===== src/rtl/clk_en_pkg.sv =====
// clk_en_pkg
// Shared constants for the clock-enable generator and the timing blocks that
// instantiate it (PSG cores, pixel/line timers).
//   - CE_MODE_INT / CE_MODE_FRAC : channel mode encoding
//   - CE_DEFAULT_*               : default channel count, width and divisor
//   - ch_sel_width()             : channel-select width for a channel count
package clk_en_pkg;

    localparam logic CE_MODE_INT  = 1'b0;
    localparam logic CE_MODE_FRAC = 1'b1;

    localparam int CE_DEFAULT_CHANNELS = 4;
    localparam int CE_DEFAULT_WIDTH    = 16;
    localparam int CE_DEFAULT_DIV      = 31;

    // A single channel still needs a one-bit select port.
    function automatic int ch_sel_width(input int n);
        if (n > 1) begin
            return $clog2(n);
        end else begin
            return 1;
        end
    endfunction

endpackage


===== src/rtl/clk_en_channel.sv =====
// clk_en_channel
// One clock-enable channel: integer down-counter divider (period div+1) or
// fractional phase accumulator (average rate inc/2^WIDTH).
// Ports:
//   clk, rst_n      : system clock, async active-low reset
//   en              : run enable; when low the phase state holds, ce is 0
//   sync            : restart phase (load cnt from shadow, clear acc)
//   wr, wr_mode,
//   wr_val          : configuration write already decoded for this channel
//   ce              : registered one-cycle enable strobe
//   tog             : registered square wave, inverts on every strobe
module clk_en_channel
    import clk_en_pkg::*;
#(
    parameter int WIDTH       = CE_DEFAULT_WIDTH,
    parameter int DEFAULT_DIV = CE_DEFAULT_DIV
) (
    input  logic             clk,
    input  logic             rst_n,
    input  logic             en,
    input  logic             sync,
    input  logic             wr,
    input  logic             wr_mode,
    input  logic [WIDTH-1:0] wr_val,
    output logic             ce,
    output logic             tog
);

    logic             mode_q,    mode_d;
    logic [WIDTH-1:0] shadow_q,  shadow_d;
    logic [WIDTH-1:0] div_act_q, div_act_d;
    logic [WIDTH-1:0] cnt_q,     cnt_d;
    logic [WIDTH-1:0] acc_q,     acc_d;
    logic             ce_q,      ce_d;
    logic             tog_q,     tog_d;

    logic [WIDTH:0]   sum_s;
    logic             mode_change_s;

    // Next-state for configuration, counter, accumulator and outputs.
    always_comb begin
        mode_d    = mode_q;
        shadow_d  = shadow_q;
        div_act_d = div_act_q;
        cnt_d     = cnt_q;
        acc_d     = acc_q;
        ce_d      = 1'b0;

        // Carry out of this sum is the only fractional strobe source.
        sum_s         = {1'b0, acc_q} + {1'b0, shadow_q};
        mode_change_s = wr && (wr_mode != mode_q);

        if (wr) begin
            shadow_d = wr_val;
            mode_d   = wr_mode;
        end else begin
            shadow_d = shadow_q;
            mode_d   = mode_q;
        end

        if (sync) begin
            // Uses shadow_d so a simultaneous write feeds the sync load.
            cnt_d     = shadow_d;
            div_act_d = shadow_d;
            acc_d     = {WIDTH{1'b0}};
        end else if (mode_change_s) begin
            cnt_d = {WIDTH{1'b0}};
            acc_d = {WIDTH{1'b0}};
        end else if (en) begin
            // Reload reads shadow_q: a write on this edge only counts from the next one.
            case (mode_q)
                CE_MODE_INT: begin
                    if (cnt_q == {WIDTH{1'b0}}) begin
                        cnt_d     = shadow_q;
                        div_act_d = shadow_q;
                        ce_d      = 1'b1;
                    end else begin
                        cnt_d = cnt_q - {{(WIDTH-1){1'b0}}, 1'b1};
                    end
                end
                CE_MODE_FRAC: begin
                    acc_d = sum_s[WIDTH-1:0];
                    ce_d  = sum_s[WIDTH];
                end
                default: begin
                    cnt_d = {WIDTH{1'b0}};
                    acc_d = {WIDTH{1'b0}};
                end
            endcase
        end else begin
            ce_d = 1'b0;
        end

        if (ce_d) begin
            tog_d = ~tog_q;
        end else begin
            tog_d = tog_q;
        end
    end

    // Channel state register.
    always_ff @(posedge clk or negedge rst_n) begin
        if (!rst_n) begin
            mode_q    <= CE_MODE_INT;
            shadow_q  <= WIDTH'(DEFAULT_DIV);
            div_act_q <= WIDTH'(DEFAULT_DIV);
            cnt_q     <= {WIDTH{1'b0}};
            acc_q     <= {WIDTH{1'b0}};
            ce_q      <= 1'b0;
            tog_q     <= 1'b0;
        end else begin
            mode_q    <= mode_d;
            shadow_q  <= shadow_d;
            div_act_q <= div_act_d;
            cnt_q     <= cnt_d;
            acc_q     <= acc_d;
            ce_q      <= ce_d;
            tog_q     <= tog_d;
        end
    end

    assign ce  = ce_q;
    assign tog = tog_q;

endmodule


===== src/rtl/clk_en_gen.sv =====
// clk_en_gen
// Multi-channel clock-enable generator. Decodes configuration writes to one
// channel, fans sync out to every channel, and instantiates CHANNELS
// clk_en_channel blocks.
// Ports:
//   clk, rst_n            : system clock, async active-low reset
//   en[CHANNELS]          : per-channel run enable
//   sync                  : restart phase of all channels
//   cfg_we, cfg_ch,
//   cfg_mode, cfg_val     : configuration write port
//   ce[CHANNELS]          : registered strobes
//   tog[CHANNELS]         : registered toggles
module clk_en_gen
    import clk_en_pkg::*;
#(
    parameter int CHANNELS    = CE_DEFAULT_CHANNELS,
    parameter int WIDTH       = CE_DEFAULT_WIDTH,
    parameter int DEFAULT_DIV = CE_DEFAULT_DIV,
    parameter int CH_W        = ch_sel_width(CHANNELS)
) (
    input  logic                clk,
    input  logic                rst_n,
    input  logic [CHANNELS-1:0] en,
    input  logic                sync,
    input  logic                cfg_we,
    input  logic [CH_W-1:0]     cfg_ch,
    input  logic                cfg_mode,
    input  logic [WIDTH-1:0]    cfg_val,
    output logic [CHANNELS-1:0] ce,
    output logic [CHANNELS-1:0] tog
);

    logic [CHANNELS-1:0] wr_sel_s;

    // Write decode: a select at or beyond CHANNELS matches no instance and is dropped.
    always_comb begin
        wr_sel_s = {CHANNELS{1'b0}};
        for (int i = 0; i < CHANNELS; i++) begin
            if (cfg_we && (32'(cfg_ch) == 32'(i))) begin
                wr_sel_s[i] = 1'b1;
            end else begin
                wr_sel_s[i] = 1'b0;
            end
        end
    end

    for (genvar g = 0; g < CHANNELS; g++) begin : g_ch
        clk_en_channel #(
            .WIDTH       (WIDTH),
            .DEFAULT_DIV (DEFAULT_DIV)
        ) u_ch (
            .clk     (clk),
            .rst_n   (rst_n),
            .en      (en[g]),
            .sync    (sync),
            .wr      (wr_sel_s[g]),
            .wr_mode (cfg_mode),
            .wr_val  (cfg_val),
            .ce      (ce[g]),
            .tog     (tog[g])
        );
    end

endmodule


===== config.mk =====
export PLATFORM = sky130hd
export DESIGN_NAME = clk_en_gen
export DESIGN_NICKNAME = d
export VERILOG_FILES = /design/src/rtl/clk_en_pkg.sv /design/src/rtl/clk_en_channel.sv /design/src/rtl/clk_en_gen.sv
export SDC_FILE = /design/constraint.sdc
export NUM_CORES = 1
export LEC_CHECK = 0
export BUFFER_PORTS_ARGS = -buffer_cell sky130_fd_sc_hd__buf_2
export CAP_MARGIN = 0
export CORE_MARGIN = 3
export CORE_UTILIZATION = 65
export CTS_BUF_LIST = sky130_fd_sc_hd__clkbuf_8
export CTS_CLUSTER_SIZE = 40
export DETAILED_ROUTE_END_ITERATION = 10
export HOLD_SLACK_MARGIN = 0.1
export PLACE_DENSITY = 0.94
export REMOVE_ABC_BUFFERS = 1
export SYNTH_ARGS = -nofsm -noshare
export SYNTH_HDL_FRONTEND = slang
export SYNTH_HIERARCHICAL = 1
export SYNTH_SLANG_ARGS = --single-unit

===== constraint.sdc =====
create_clock -name clk -period 4.95 [get_ports clk]
set_clock_uncertainty 0.2 [all_clocks]
set_input_delay 0.99 -clock clk [delete_from_list [all_inputs] [get_ports clk]]
set_output_delay 0.99 -clock clk [all_outputs]
set_load 0.01 [all_outputs]

# [After elaboration in Yosys (flattened, before gate mapping)]
# Cells that the tools add are included.
[classes] n_addsub=8 n_eq_ne=11 muxes=64 bitwise_logic=8 n_reduce_logical=29
[ops] cell="2-to-1 mux 16 bit" n=40
[ops] cell="adder 16 x 16 -> 17 bit" n=4
[ops] cell="logical NOT 16 bit" n=4
[ops] cell="subtractor 16 x 1 -> 16 bit (second input constant)" n=4
[ops] cell="nonzero test 3 bit" n=8
[ops] cell="2-to-1 mux 1 bit" n=20
[ops] cell="AND reduction 2 bit" n=8
[ops] cell="inequality test 3 bit (second input constant)" n=4
[ops] cell="logical AND 1 bit" n=8
[ops] cell="inverter 1 bit" n=8
[ops] cell="one-hot mux 1 bit (2 select lines)" n=4
[ops] cell="== test 2 bit (second input constant)" n=2
[ops] cell="inequality test 1 bit" n=4
[ops] cell="== test 2 x 1 -> 1 bit (second input constant)" n=1
[ops] cell="logical NOT 2 bit" n=1
[totals] ff_bits=204 output_inout_bits=8 word_cells=144

# [Depth between registers and ports, before layout]
# Gate-level depths: netlist of run 1.
[logic_depth] word_depth=6 ltp_mapped=10 depth_no_buf=8

# [By module]
# The synthesis of run 1 kept the hierarchy.
[modules_own_cells] module="clk_en_channel (g_ch[2].u_ch ...)" instances=2 cells_each=336 area_per_inst_um2=3245.6
[modules_own_cells] module="clk_en_channel (g_ch[0].u_ch ...)" instances=2 cells_each=332 area_per_inst_um2=3188.1
[modules_own_cells] module="clk_en_gen" instances=1 cells_each=4 area_per_inst_um2=37.5

# [Worst setup path before layout of run 1]
# No wires, ideal clock.
[synth_timing] path_type="input to register" startpoint="input cfg_ch[1]" endpoint="register g_ch[1].u_ch.cnt_q[7]" t_arrival_ps=2531 path_slack_ps=2088 cell_stages=6 path_buffers=2 path_cell_list="and3b_1 clkbuf_1 buf_1 mux2_2 a22oi_1 o21ai_0"
[synth_rtl] item="start, declared" line="clk_en_gen.sv:26" rtl="input logic [CH_W-1:0] cfg_ch,"
[synth_rtl] item="== test 2 x 1 -> 1 bit" line="clk_en_gen.sv:39" rtl="if (cfg_we && (32'(cfg_ch) == 32'(i))) begin"
[synth_rtl] item="logical AND 1 bit" line="clk_en_gen.sv:39"
[synth_rtl] item="2-to-1 mux 1 bit" line="clk_en_gen.sv:39"
[synth_rtl] item="2-to-1 mux 16 bit" line="clk_en_channel.sv:53" rtl="if (wr) begin"
[synth_rtl] item="named net g_ch[1].u_ch.shadow_d[7]" line="clk_en_channel.sv:30" rtl="logic [WIDTH-1:0] shadow_q, shadow_d;"
[synth_rtl] item="2-to-1 mux 16 bit" line="clk_en_channel.sv:61" rtl="if (sync) begin"
[synth_rtl] item="end signal, assigned" line="clk_en_channel.sv:107" rtl="cnt_q <= {WIDTH{1'b0}};"
[synth_rtl] item="end signal, assigned" line="clk_en_channel.sv:115" rtl="cnt_q <= cnt_d;"
[synth_rtl] item="end, declared" line="clk_en_channel.sv:32" rtl="logic [WIDTH-1:0] cnt_q, cnt_d;"
# The timed path passes the listed nets, and every way through them passes these cells.
# A chain may end at the register's enable or synchronous reset.

# [Final worst setup path of run 1]
[layout_timing] startpoint="input cfg_mode" endpoint="register g_ch[0].u_ch.acc_q[14]"
[layout_via] elab_chain_cells=4
[layout_rtl] item="start, declared" line="clk_en_gen.sv:27" rtl="input logic cfg_mode,"
[layout_rtl] item="inequality test 1 bit *" line="clk_en_channel.sv:51" rtl="mode_change_s = wr && (wr_mode != mode_q);"
[layout_rtl] item="logical AND 1 bit *" line="clk_en_channel.sv:51"
[layout_rtl] item="nonzero test 3 bit (no line) / 2-to-1 mux 16 bit (equally long branches)"
[layout_rtl] item="AND reduction 2 bit (no line) / 2-to-1 mux 16 bit (equally long branches)"
[layout_rtl] item="end signal, assigned" line="clk_en_channel.sv:108" rtl="acc_q <= {WIDTH{1'b0}};"
[layout_rtl] item="end, declared" line="clk_en_channel.sv:33" rtl="logic [WIDTH-1:0] acc_q, acc_d;"
# Mark *: on every way between the ends. The rest lies on a longest branch, timed or not.

==> qor.csv, run 1 <==
metric,value,unit
p_seq_share,40.9,%
cp-end-kind,flip-flop,
grt_pass1_wl,55500,µm
finalNonFillerCells,1654,
synth-compound-area-share,24.2,%
r2r-start,g_ch[0].u_ch/mode_q,
ys_seq_elements,204,
fin_ws,1570,ps
postCtsSetupRepairBufs,0,
grt.total_usage,31.2,%
switching_power,2.20,mW
netlist_area,12900,µm²
grt_max_degree,127,
tightest_slew,1280,ps
synth_cell_types,70,
min_period,3380,ps
first_pass_iters,9,
hold_violations,0,
clock_latency,550,ps
drc_errors,0,
final_cell_mix,"dfrtp_1, nand2_1, a21oi_1, o21ai_0, ha_1",
comb_power_share,32.3,%
drive_gt1_share,16.4,%
grt_setup_unrepaired,no,
p_clk_share,26.8,%
drv_cap,0,
fillerInstances,1323,
first_iter_violations,1336,
startpoint,cfg_mode,
io_buffers,34,
synthArstFlopShare,100,%
crit_slowest_cell,a21oi_1,
slew_viol_final,0,
p_int,3.74,mW
grt_pass1_vias,11100,
irDropWorstVdd,0.263,mV
ios,35,
synth_flop_cell,dfrtp_1,
die_w,147,µm
synth_xor_area_share,5.70,%
antennaDiodeCount,0,
crit_arrival,3650,ps
cts_tree,yes,
syn_to_final_growth,8.45,%
wirelength,34400,µm
dp_slack,1090,ps
crit_path_start_kind,primary input,
p_leak,6.24,nW
cts_sinks,204,
core,19100,µm²
synth_fa_ha_area_share,7.60,%
htreeDepth,2,
globalplace.congestion,0.921,
status,completed,
cp.required,5220,ps
switching_share,37.0,%
dp.cells,1589,
synth_warnings,6,
setup_tns,0,ps
die-area,21600,µm²
maxSlewHeadroom,14.5,%
synth_top_family_by_area,compound AO/OA/AOI/OAI gates,
numCtsBuffers,36,
initial_core_util,67.6,%
hold_start,g_ch[3].u_ch/tog,
die_h,147,µm
syn_avg_cell_area,9.63,µm²
clkTransAtPathRegs,60,ps
yosys.area_share.simple,13.8,%
synth_enable_flop_cells,0,
synth_cells,1340,
via_per_inst,6.87,
cts_resized,0,
report.power.total,5.93,mW
powerDensity,424,nW/µm²
yosysSeqAreaShare,39.8,%
finalSetupViolCount,0,
slowest_delay,920,ps
synthMuxAreaShare,6.07,%
path_class,primary input to flip-flop,
antenna_found_initial,3,
drtAntennaViolNets,0,
worstPathMaxFanout,16,
min_path_type,flip-flop to flip-flop,
rows,50,
post_drt_wl_per_cell,20.8,µm
dpl.hpwl,22900,µm
fin_crit_sh,68.3,%
cts_hold_buf,0,
final_common_cell,dfrtp_1,
path_cells,"buf_2, xor2_1, a21oi_1, nand3_1, a2111o_1, o211ai_1",
holdWs,256,ps
fin_nets,1470,
vias,11400,
clock_path_buffers,3,
cts_root_buffer,clkbuf_8,
max_freq,296,MHz
overflow,0,
per-stage QoR:
stage	instance area, µm²	util (%)
global route	14000	73.4
detailed placement	13300	69.5
CTS	14000	73.4
floorplan	12600	-
finish	14000	73.4
global placement	13300	69.5
worst paths after layout:
kind                                             to  slack (ps)  cells past startpoint
hold reg to reg                    g_ch[3].u_ch/tog         260                      1
hold / removal                     g_ch[3].u_ch/tog         260                      1
setup / recovery             g_ch[0].u_ch/acc_q[14]        1570                      6
setup reg to reg             g_ch[0].u_ch/acc_q[14]        1800                      5
max in group asynchronous  g_ch[2].u_ch/shadow_q[4]        3200                      2
min in group asynchronous     g_ch[1].u_ch/acc_q[1]         380                      1
layer usage:
layer,up-vias,GRT usage [%],share of wire [%]
li1,5101,-,-
met1,5487,41.2,40
met2,636,49.9,46
met3,133,5.83,9.0
met4,6,14.8,4.5
met5,-,0,0.12
cell families after synthesis:
logic type | Yosys count
AOI/OAI and AO/OA | 464
xor gates and xnor gates | 84
adders and majority gates | 76
buffers and inverters | 84
DFF | 204
muxes | 70
and+or+nand+nor | 358
cell usage after synthesis, types with 6 or more instances:
library cell	n	area, µm²
a211o_1	6	52.6
a211oi_1	14	105
a21boi_0	6	45.0
a21o_1	28	210
a21oi_1	112	561
a221o_1	18	180
a22o_1	32	280
a22oi_1	20	150
a31oi_1	30	188
buf_2	10	50.1
buf_6	6	67.6
clkbuf_1	40	150
dfrtp_1	184	4600
dfstp_2	20	526
ha_1	72	901
inv_1	22	82.6
mux2_2	66	743
nand2_1	128	480
nand2b_1	12	75.1
nand3_1	30	150
nand4_1	14	87.6
nor2_1	66	248
nor2b_1	8	50.1
nor3_1	22	110
nor4_1	10	62.6
o211ai_1	36	270
o21a_1	10	75.1
o21ai_0	78	390
o21ai_1	12	60.1
o21bai_1	6	45.0
o31ai_1	16	120
or2_2	10	62.6
or3_1	14	87.6
or4_1	6	45.0
xnor2_1	46	403
xor2_1	38	333
final cells by class:
class                      count  area, µm²  area share (%)
timing repair buffer          51        319            2.28
clock inverter                20        115           0.822
sequential                   204       5130            36.7
tap                          260        325            2.32
multi-input combinational   1052       7400            52.9
clock buffer                  45        619            4.43
inverter                      22       82.6           0.590
registers in the layout, summed over array words and instances, names as in the netlist:
signal	flops
g_ch.u_ch/cnt_q	64
g_ch.u_ch/mode_q	4
g_ch.u_ch/tog	4
g_ch.u_ch/acc_q	64
g_ch.u_ch/shadow_q	64
g_ch.u_ch/ce	4
power by group through the flow:
stage	logic (mW)	registers, mW	clock network (mW)
after floorplan	1.44	2.31	0
after global placement	1.76	2.40	0
after detailed placement	1.86	2.42	0
after CTS	1.89	2.41	1.61
after global routing	2.11	2.46	1.68
final	1.92	2.43	1.59
worst max-delay path: cells and delay by family:
| family | cells | cell delay, ps |
|---|---|---|
| buf+inv | 1 | 330 |
| compound gates | 3 | 1560 |
| simple gates | 1 | 620 |
| xor+xnor | 1 | 150 |
(Power assumes the default switching activity.)
==> run 2, diff against run 1 <==
- clock period: 4.95 -> 3.13 ns (I/O delays scaled with it)
==> run 2 against run 1 <==
Effect of this change:
- first-iteration DRC count is 12% lower
- critical endpoint unchanged
- combinational power is 60% higher
- routed wire length is 0.50% higher
- clock power is 57% higher
- setup slack worse by 1500 ps
- final area is 1.5% higher
- register-to-register slack worse by 1700 ps
- critical path type is now flip-flop to flip-flop
- cell count is 1.3% higher
- largest power group unchanged
==> qor.csv, run 2 (synthesized netlist as in run 1, its figures left out) <==
metric,value,unit,change
reg2regPathDepth,8,,+3
ios,35,,unchanged
fillerInstances,1258,,-4.9%
clock_path_buffers,3,,unchanged
finalNonFillerCells,1676,,+1.3%
hold_violations,0,,unchanged
finalSetupViolCount,0,,unchanged
fin_nets,1494,,+1.6%
core,19100,µm²,unchanged
drc_errors,0,,unchanged
drv_cap,0,,unchanged
htreeDepth,2,,unchanged
final_cell_area,14200,µm²,+1.5%
path_class,flip-flop to flip-flop,,
via_per_inst,6.85,,-0.26%
first_pass_iters,6,,-3
antenna_found_initial,1,,-2
timing.rr.end,g_ch[0].u_ch/acc_q[14],,
r2r-start,g_ch[0].u_ch/shadow_q[0],,
multi_input_area,7420,µm²,+0.15%
holdWs,263,ps,+7.30 ps
maxSlewHeadroom,20.1,%,+5.6 points
io_buffers,34,,unchanged
holdPathEnd,g_ch[1].u_ch/tog,,
hold_start,g_ch[1].u_ch/tog,,
placed_cell_area,13500,µm²,+1.5%
antennaDiodeCount,0,,unchanged
fin_crit_sh,97.7,%,
dp.cells,1612,,+1.4%
post-route-util,74.4,%,+1.1 points
grt_pass1_wl,56600,µm,+1.9%
grt_max_degree,54,,-57%
final_common_cell,dfrtp_1,,
seqCellArea,5130,µm²,unchanged
drive_gt1_share,17.5,%,+1.2 points
setup_tns,0,ps,unchanged
p_leak,6.37,nW,+2.0%
wirelength,34600,µm,+0.50%
cp-end-kind,flip-flop,,
dpl.hpwl,23200,µm,+1.5%
dp_slack,41.1,ps,-1050 ps
clkTransAtPathRegs,60,ps,about the same
report.power.total,9.38,mW,+58%
drtAntennaViolNets,0,,unchanged
die_h,147,µm,unchanged
rows,50,,unchanged
cts_sinks,204,,unchanged
reg_top3,"g_ch.u_ch/acc_q (64), g_ch.u_ch/cnt_q (64), g_ch.u_ch/shadow_q (64)",,
status,completed,,
initial_core_util,67.6,%,unchanged
worstPathMaxFanout,4,,-12
globalplace.congestion,0.908,,-1.5%
post_drt_wl_per_cell,20.6,µm,-0.82%
reg2reg_slack,70,ps,-1730 ps
tightest_slew,1190,ps,-83.6 ps
die_w,147,µm,unchanged
numCtsBuffers,36,,unchanged
min_period,3060,ps,
fin_ws,70.7,ps,-1500 ps
max_freq,327,MHz,
grt_pass1_vias,11200,,+0.69%
powerDensity,661,nW/µm²,+56%
crit_path_start_kind,flip-flop,,
die-area,21600,µm²,unchanged
postCtsSetupRepairBufs,0,,unchanged
final_cell_mix,"dfrtp_1, nand2_1, a21oi_1, o21ai_0, ha_1",,
syn_to_final_growth,10.0,%,
clock_latency,540,ps,about the same
irDropWorstVdd,0.396,mV,+51%
min_path_type,flip-flop to flip-flop,,
min_path_cells,1,,unchanged
cp.required,3380,ps,-1840 ps
overflow,0,,unchanged
cts_tree,yes,,
first_iter_violations,1179,,-12%
slew_viol_final,0,,unchanged
cts_root_buffer,clkbuf_8,,
crit_arrival,3310,ps,-340 ps
vias,11500,,+1.1%
grt.total_usage,31.8,%,+0.66 points
grt_setup_unrepaired,no,,
==> run 2: changes by cell type in the layout (fill, tap and decap cells not counted), sizes merged <==
cell,change
dlygate4sd3,+1
clkinv,-3
inv,+1
bufinv,-1
clkinvlp,-2
buf,+23
clkbuf,+3
==> run 2: metal layers <==
metal	GRT usage, %	part of all wire, %	vias to the layer above
li1	-	-	5154
met1	42.0	39	5540
met2	49.2	46	635
met3	7.34	9.7	153
met4	17.0	5.5	2
met5	0	0.038	-
==> run 2: repair_timing <==
item	CTS	global route
hold buffers	1	0
setup endpoints to repair	0	1
endpoints found under the hold margin	44	0
gates resized for setup	0	1
==> run 2: final cells by class <==
type	count	area share [%]
multi-input combinational	1052	52.2
clock inverter	15	0.414
tap	260	2.29
clock buffer	48	4.65
inverter	22	0.582
timing repair buffer	75	3.71
sequential	204	36.1
==> run 2: report_power, final <==
group / internal, mW / switching, mW / leakage, nW / total (mW)
Clock: 1.36 / 1.14 / 0.422 / 2.50
Sequential: 3.20 / 0.612 / 2.53 / 3.82
Combinational: 1.35 / 1.71 / 3.42 / 3.07
Total: 5.92 / 3.46 / 6.37 / 9.38
==> run 2: worst max-delay path, cell delays in order, from the launching register on <==
cell and delay [ps]:
dfstp_2 380, ha_1 230, fa_1 420, a21o_1 210, a221oi_2 360, o21ai_1 180
a221o_1 440, a2111o_1 420, o211ai_1 130
==> run 2: worst max-delay path by stage <==
stage	startpoint	end
after floorplan	cfg_ch[1]	g_ch[2].u_ch/acc_q[15]
after global placement	cfg_mode	g_ch[0].u_ch/acc_q[14]
after detailed placement	cfg_mode	g_ch[0].u_ch/acc_q[14]
after CTS	g_ch[0].u_ch/shadow_q[0]	g_ch[0].u_ch/acc_q[14]
after global routing	g_ch[0].u_ch/shadow_q[0]	g_ch[0].u_ch/acc_q[14]
final	g_ch[0].u_ch/shadow_q[0]	g_ch[0].u_ch/acc_q[14]
